--- config.mk ---
export PLATFORM = sky130hd
export DESIGN_NAME = rr_mux_sel_arbiter
export DESIGN_NICKNAME = d
export VERILOG_FILES = /design/src/rtl/rr_mux_sel_arbiter_pkg.sv /design/src/rtl/rr_next_pick.sv /design/src/rtl/rr_mux_sel_arbiter.sv
export SDC_FILE = /design/constraint.sdc
export NUM_CORES = 1
export LEC_CHECK = 0
export CELL_PAD_IN_SITES_DETAIL_PLACEMENT = 0
export CELL_PAD_IN_SITES_GLOBAL_PLACEMENT = 2
export CORE_UTILIZATION = 28
export DETAILED_ROUTE_END_ITERATION = 16
export GPL_ROUTABILITY_DRIVEN = 0
export PLACE_DENSITY = 0.73
export SYNTH_ARGS = -nofsm -noshare
export SYNTH_HDL_FRONTEND = slang
export SYNTH_SLANG_ARGS = --single-unit
--- constraint.sdc ---
create_clock -name clk -period 2.1 [get_ports clk]
set_input_delay 0.42 -clock clk [delete_from_list [all_inputs] [get_ports clk]]
set_output_delay 0.42 -clock clk [all_outputs]
set_load 0.05 [all_outputs]
--- src/rtl/rr_mux_sel_arbiter_pkg.sv ---
// Shared definitions for the round-robin mux-select arbiter.
//   - FSM state encoding (IDLE / GRANT)
//   - default requester count and select width
package rr_mux_sel_arbiter_pkg;

  localparam int N_REQ_DEF = 4;
  localparam int SEL_W_DEF = 2;

  typedef enum logic {
    ST_IDLE  = 1'b0,
    ST_GRANT = 1'b1
  } state_e;

endpackage

--- src/rtl/rr_next_pick.sv ---
// Combinational round-robin picker.
//   req   : request vector
//   ptr   : index of the last owner; the search starts at ptr+1
//   found : at least one request bit is set
//   idx   : first requester found scanning ptr+1, ptr+2, ... (mod N_REQ)
// Rotate so that ptr+1 lands at bit 0, priority-encode the lowest set bit,
// then add the start offset back. N_REQ must equal 2**SEL_W so that the
// SEL_W-bit additions wrap exactly modulo N_REQ.
module rr_next_pick #(
  parameter int N_REQ = 4,
  parameter int SEL_W = 2
) (
  input  logic [N_REQ-1:0] req,
  input  logic [SEL_W-1:0] ptr,
  output logic             found,
  output logic [SEL_W-1:0] idx
);

  logic [SEL_W-1:0] start;
  logic [N_REQ-1:0] rot;
  logic [SEL_W-1:0] off;

  assign start = ptr + SEL_W'(1);

  for (genvar gi = 0; gi < N_REQ; gi++) begin : g_rot
    assign rot[gi] = req[start + SEL_W'(gi)];
  end

  // Descending loop so the lowest set bit is the one left standing.
  always_comb begin
    found = 1'b0;
    off   = '0;
    for (int i = N_REQ - 1; i >= 0; i--) begin
      if (rot[i]) begin
        found = 1'b1;
        off   = SEL_W'(i);
      end
    end
  end

  assign idx = start + off;

endmodule

--- src/rtl/rr_mux_sel_arbiter.sv ---
// Round-robin arbiter driving the select of a 4:1 mux.
//   clk, rst_n  : clock, asynchronous active-low reset
//   req         : per-requester level request
//   ack         : downstream consumed the muxed data this cycle
//   sel         : registered mux select (holds last value while idle)
//   gnt         : registered one-hot grant, zero when idle
//   out_valid   : mux output valid (== |gnt)
//   timeout_err : one-cycle pulse when the watchdog forces a release
// A grant is held until ack; on ack the next requester is picked in the
// same edge. An owner that drops its request, or holds the grant for
// TIMEOUT cycles without ack, is released to IDLE.
module rr_mux_sel_arbiter
  import rr_mux_sel_arbiter_pkg::*;
#(
  parameter int N_REQ   = N_REQ_DEF,
  parameter int SEL_W   = SEL_W_DEF,
  parameter int TIMEOUT = 16,
  parameter int TMO_W   = 8
) (
  input  logic             clk,
  input  logic             rst_n,
  input  logic [N_REQ-1:0] req,
  input  logic             ack,
  output logic [SEL_W-1:0] sel,
  output logic [N_REQ-1:0] gnt,
  output logic             out_valid,
  output logic             timeout_err
);

  if (N_REQ != 4 || SEL_W != 2) begin : g_bad_width
    $error("rr_mux_sel_arbiter: N_REQ must be 4 and SEL_W 2 to match the mux");
  end
  if (TIMEOUT < 2 || TIMEOUT > 255 || TIMEOUT >= (1 << TMO_W)) begin : g_bad_tmo
    $error("rr_mux_sel_arbiter: TIMEOUT out of range");
  end

  state_e           state_q;
  logic [SEL_W-1:0] sel_q;
  logic [SEL_W-1:0] ptr_q;
  logic [N_REQ-1:0] gnt_q;
  logic             valid_q;
  logic             tmo_q;
  logic [TMO_W-1:0] wd_q;
  logic [TMO_W-1:0] wd_d;

  logic             pick_found;
  logic [SEL_W-1:0] pick_idx;
  logic             wd_expired;
  logic             do_grant;
  logic             do_release;
  logic             do_tmo;

  rr_next_pick #(
    .N_REQ (N_REQ),
    .SEL_W (SEL_W)
  ) u_pick (
    .req   (req),
    .ptr   (ptr_q),
    .found (pick_found),
    .idx   (pick_idx)
  );

  // Saturating watchdog increment.
  assign wd_d       = (wd_q == {TMO_W{1'b1}}) ? wd_q : wd_q + TMO_W'(1);
  assign wd_expired = (wd_q == TMO_W'(TIMEOUT - 1));

  // While granted, ptr holds the owner, so a search from ptr+1 reaches the
  // owner last: others win if present, otherwise the owner is re-granted.
  // ack takes precedence over both withdrawal and watchdog expiry.
  assign do_grant   = pick_found && (state_q == ST_IDLE || ack);
  assign do_release = (state_q == ST_GRANT) && !do_grant &&
                      (ack || !req[sel_q] || wd_expired);
  assign do_tmo     = (state_q == ST_GRANT) && !ack && req[sel_q] && wd_expired;

  always_ff @(posedge clk or negedge rst_n) begin
    if (!rst_n) begin
      state_q <= ST_IDLE;
      sel_q   <= '1;
      ptr_q   <= '1;
      gnt_q   <= '0;
      valid_q <= 1'b0;
      tmo_q   <= 1'b0;
      wd_q    <= '0;
    end else begin
      tmo_q <= do_tmo;
      if (do_grant) begin
        state_q <= ST_GRANT;
        sel_q   <= pick_idx;
        ptr_q   <= pick_idx;
        gnt_q   <= N_REQ'(1) << pick_idx;
        valid_q <= 1'b1;
        wd_q    <= '0;
      end else if (do_release) begin
        // ptr stays at the released owner: it becomes lowest priority.
        state_q <= ST_IDLE;
        gnt_q   <= '0;
        valid_q <= 1'b0;
      end else if (state_q == ST_GRANT) begin
        wd_q <= wd_d;
      end
    end
  end

  assign sel         = sel_q;
  assign gnt         = gnt_q;
  assign out_valid   = valid_q;
  assign timeout_err = tmo_q;

endmodule

==> flow_summary.rst <==
.. list-table::
   :header-rows: 1

   * - Metric
     - Value
   * - Run status
     - finished clean
   * - Final Max Tran Viols
     - 0
   * - Drt pass-1 iters
     - 4
   * - Total Routed Length
     - roughly 2200 um
   * - Data arrival time of the critical path
     - approximately 2.2 ns
   * - Number of maximum-capacitance constraint violations
     - 0
   * - Area taken by flip-flops and latches
     - approximately 400 sq um
   * - Leakage power total
     - between 0.5 and 0.6 nW
   * - Die Width
     - between 60 and 70 um
   * - Total nets after synthesis
     - approximately 110
   * - Number of global-route vias before repair
     - approximately 850
   * - Total GRT Usage
     - 0.1361
   * - Mean instance size in the synthesized netlist
     - approximately 9.1 sq um
   * - Residual DRC
     - 0
   * - Shortest clock period the worst path allows after layout
     - approximately 2.0 ns
   * - Number of antenna violations at the first check in global routing
     - 0
   * - # IOs
     - 15
   * - Hold Path Class
     - input pin to asynchronous set/reset pin
   * - Final layout net count
     - ~140
   * - Maximum count of clock buffers along a single path
     - 2
   * - Worst Path Class, Setup
     - flip-flop to flip-flop
   * - Dominant synthesized flop cell
     - sky130_fd_sc_hd__dfrtp_1
   * - CTS Buf Count
     - 3
   * - Syn. warnings
     - 0
   * - Final non-filler cell area
     - between 1000 and 1500 sq um
   * - Sink count of the clock tree
     - 16
   * - CP required
     - 2.27 ns
   * - Clock latency at the later pin of the worst-skew pair
     - roughly 0.29 ns
   * - Count of unique library cells instantiated by Yosys
     - 38
   * - Synthesized instance count
     - about 110
   * - Post-Syn Area
     - between 900 and 1000 sq um
   * - Post-detailed-route wirelength per cell
     - ~12 um
   * - Capturing point of the worst reg2reg path
     - gnt[2]
   * - Core area
     - between 3000 and 4000 sq um
   * - Y dimension of the die
     - around 61 um
   * - Clock-pin slew on the worst setup and hold paths
     - 0.10 ns
   * - Fraction of power consumed by the clock network
     - 0.108
   * - Clock root buffer
     - sky130_fd_sc_hd__clkbuf_4
   * - Biggest fanout along the worst timing path
     - 7
   * - CTS HTree Levels
     - 1
   * - Power spent charging and discharging nets
     - 0.6856 mW
   * - Commonest cells after routing, fill and taps aside
     - sky130_fd_sc_hd__buf_4, sky130_fd_sc_hd__nand2_1, sky130_fd_sc_hd__dfrtp_1
   * - Number of DRC markers in iteration 0
     - 34
   * - Fraction of layout cells with a size suffix above 1
     - 0.2388
   * - Ratio of final minimum period to clock period
     - 0.9425
   * - Placement Rows
     - 20
   * - Setup WS pre-CTS
     - -0.5183 ns
   * - Async S/R FF share, synth
     - 1.000
   * - Number of nets still failing antenna checks after routing
     - 0
   * - Post-synthesis to final-layout area growth
     - 33.94%
   * - Kind of capture point of the worst setup path
     - flip-flop
   * - Power density of the placed cells
     - 1234 nW/um^2
   * - Proportion of synthesized chip area in sequential cells
     - 0.4204
   * - Worst relative slew slack
     - 0.6601
   * - Max rail drop VDD
     - 0.5763 mV
   * - Detailed-route via count
     - 828
   * - Power Internal
     - around 0.90 mW
   * - Wire length of the first global-routing pass
     - 3698 um
   * - Vias per inst
     - between 4 and 5
   * - Number of synthesized flops with an enable pin
     - 0
   * - Hold Fails Final Rpt
     - 0
   * - Initial core utilization
     - 0.3040
   * - Most common cell after layout, fill and taps aside
     - sky130_fd_sc_hd__buf_4
   * - Switching Fraction
     - 0.4329
   * - Achievable clock frequency
     - 505.2 MHz
   * - Filler cell count
     - roughly 340
   * - Die Area
     - 3661 sq um
   * - Combined area of the multi-input logic cells
     - approximately 540 sq um
   * - Part of the total power dissipated in sequential elements
     - 0.291
   * - Skew final
     - about 0.015 ns
   * - Power after layout
     - ~1.6 mW
   * - Half-perimeter wire length after placement
     - between 1500 and 2000 um
   * - Final setup vio count
     - 0
   * - Combinational share of power
     - 0.601
   * - Transition at the pin with the smallest max-transition slack
     - between 0.5 and 0.6 ns
   * - Register-to-Register Path Depth
     - 6
   * - Setup crit start kind
     - flip-flop
   * - Overflow left after global routing
     - 0
   * - Maximum number of pins on one net before global-route repair
     - 17
   * - TritonCTS clock tree
     - built
   * - Worst reg2reg path startpoint
     - ptr_q[0]
   * - Standard cell area after detailed placement
     - 1245 sq um
   * - Number of input and output port buffers inserted
     - 14
   * - Final Worst Setup Slack
     - 0.1208 ns
   * - Number of register bits inferred by synthesis
     - 16
   * - Slack of the worst reg-to-reg path
     - roughly 0.12 ns
   * - Ant diodes
     - 0
==> power by group through the flow <==
stage	combinational, mW	clock, mW	sequential [mW]
2_1_floorplan	0.495	0	0.607
5_1_grt	1.03	0.186	0.470
6_report	0.952	0.171	0.460
3_5_place_dp	0.902	0	0.465
3_3_place_gp	0.892	0	0.465
4_1_cts	0.959	0.180	0.462
==> per-layer routing <==
layer | vias up | GRT usage | part of all wire
li1 | 435 | - | -
met4 | 0 | 0.06818 | 0.018
met2 | 10 | 0.2308 | 0.46
met5 | - | 0 | 0
met1 | 379 | 0.1722 | 0.50
met3 | 4 | 0.01493 | 0.022
==> through the flow <==
step | std cells | hold WS (ns) | TNS (ns) | util
2_1_floorplan | 105 | 0.1244 | -0.3627 | -
6_report | 178 | 0.4415 | 0 | 0.4071
3_3_place_gp | 174 | 0.4801 | -2.950 | 0.3948
5_1_grt | 178 | 0.4639 | -0.01364 | 0.4071
3_5_place_dp | 174 | 0.4813 | -3.208 | 0.3948
4_1_cts | 178 | 0.4396 | 0 | 0.4063
==> synthesized netlist by cell type, drive strengths merged (3+ instances only) <==
cell	n	share of area
dfrtp	14	0.37
nor3	3	0.016
nor2	13	0.051
nand3	4	0.021
mux2i	5	0.052
buf	3	0.022
nand2b	3	0.020
inv	4	0.016
xnor2	5	0.046
nand2	14	0.055
o21ai	5	0.026
==> worst max-delay path, stage by stage (launching register included) <==
cell and delay (ns):
sky130_fd_sc_hd__dfstp_2 0.59, sky130_fd_sc_hd__buf_4 0.15, sky130_fd_sc_hd__mux2_2 0.34, sky130_fd_sc_hd__a2bb2oi_2 0.24
sky130_fd_sc_hd__nand2b_1 0.16, sky130_fd_sc_hd__o21ai_1 0.13, sky130_fd_sc_hd__a22o_1 0.26
==> cells by family after synthesis <==
family | Yosys count | share of synthesized area
AOI/OAI and AO/OA | 20 | 0.1554
xor gates and xnor gates | 5 | 0.04569
adders and majority gates | 2 | 0.02611
buffers and inverters | 8 | 0.04307
DFF | 16 | 0.4204
muxes | 7 | 0.07572
and+or+nand+nor | 47 | 0.2337
==> flip-flops by register name (all words and copies together), names as in the netlist <==
signal       flops
ptr_q            2
timeout_err      1
gnt              4
out_valid        1
wd_q             8
==> how the worst max path moves through the flow <==
stage / startpoint / end / slack (ns) / cells after the start
2_1_floorplan: ptr_q[0] / gnt[3] / -0.09 / 10
6_report: ptr_q[0] / gnt[2] / 0.12 / 6
3_5_place_dp: req[1] / ptr_q[1] / -0.52 / 10
5_1_grt: req[1] / ptr_q[1] / -0.008 / 10
3_3_place_gp: req[1] / ptr_q[1] / -0.48 / 10
4_1_cts: ptr_q[0] / ptr_q[1] / 0.09 / 9
==> layout make-up <==
type                    count  share of cell area
clock buffers               4             0.02047
inverters                   4             0.01170
multi-input cells          81              0.4220
flip-flops and latches     16              0.3138
well taps                  44             0.04289
repair buffers             29              0.1891
==> what timing repair did <==
action | 4_1_cts | 5_1_grt
hold buffers | 0 | 0
resized for setup | 6 | 1
endpoints found under the setup margin | 5 | 5
pin swaps | 0 | 4
gates cloned | 0 | 0
buffers inserted | 0 | 0
No activity file was read; power rests on OpenSTA's default activity.
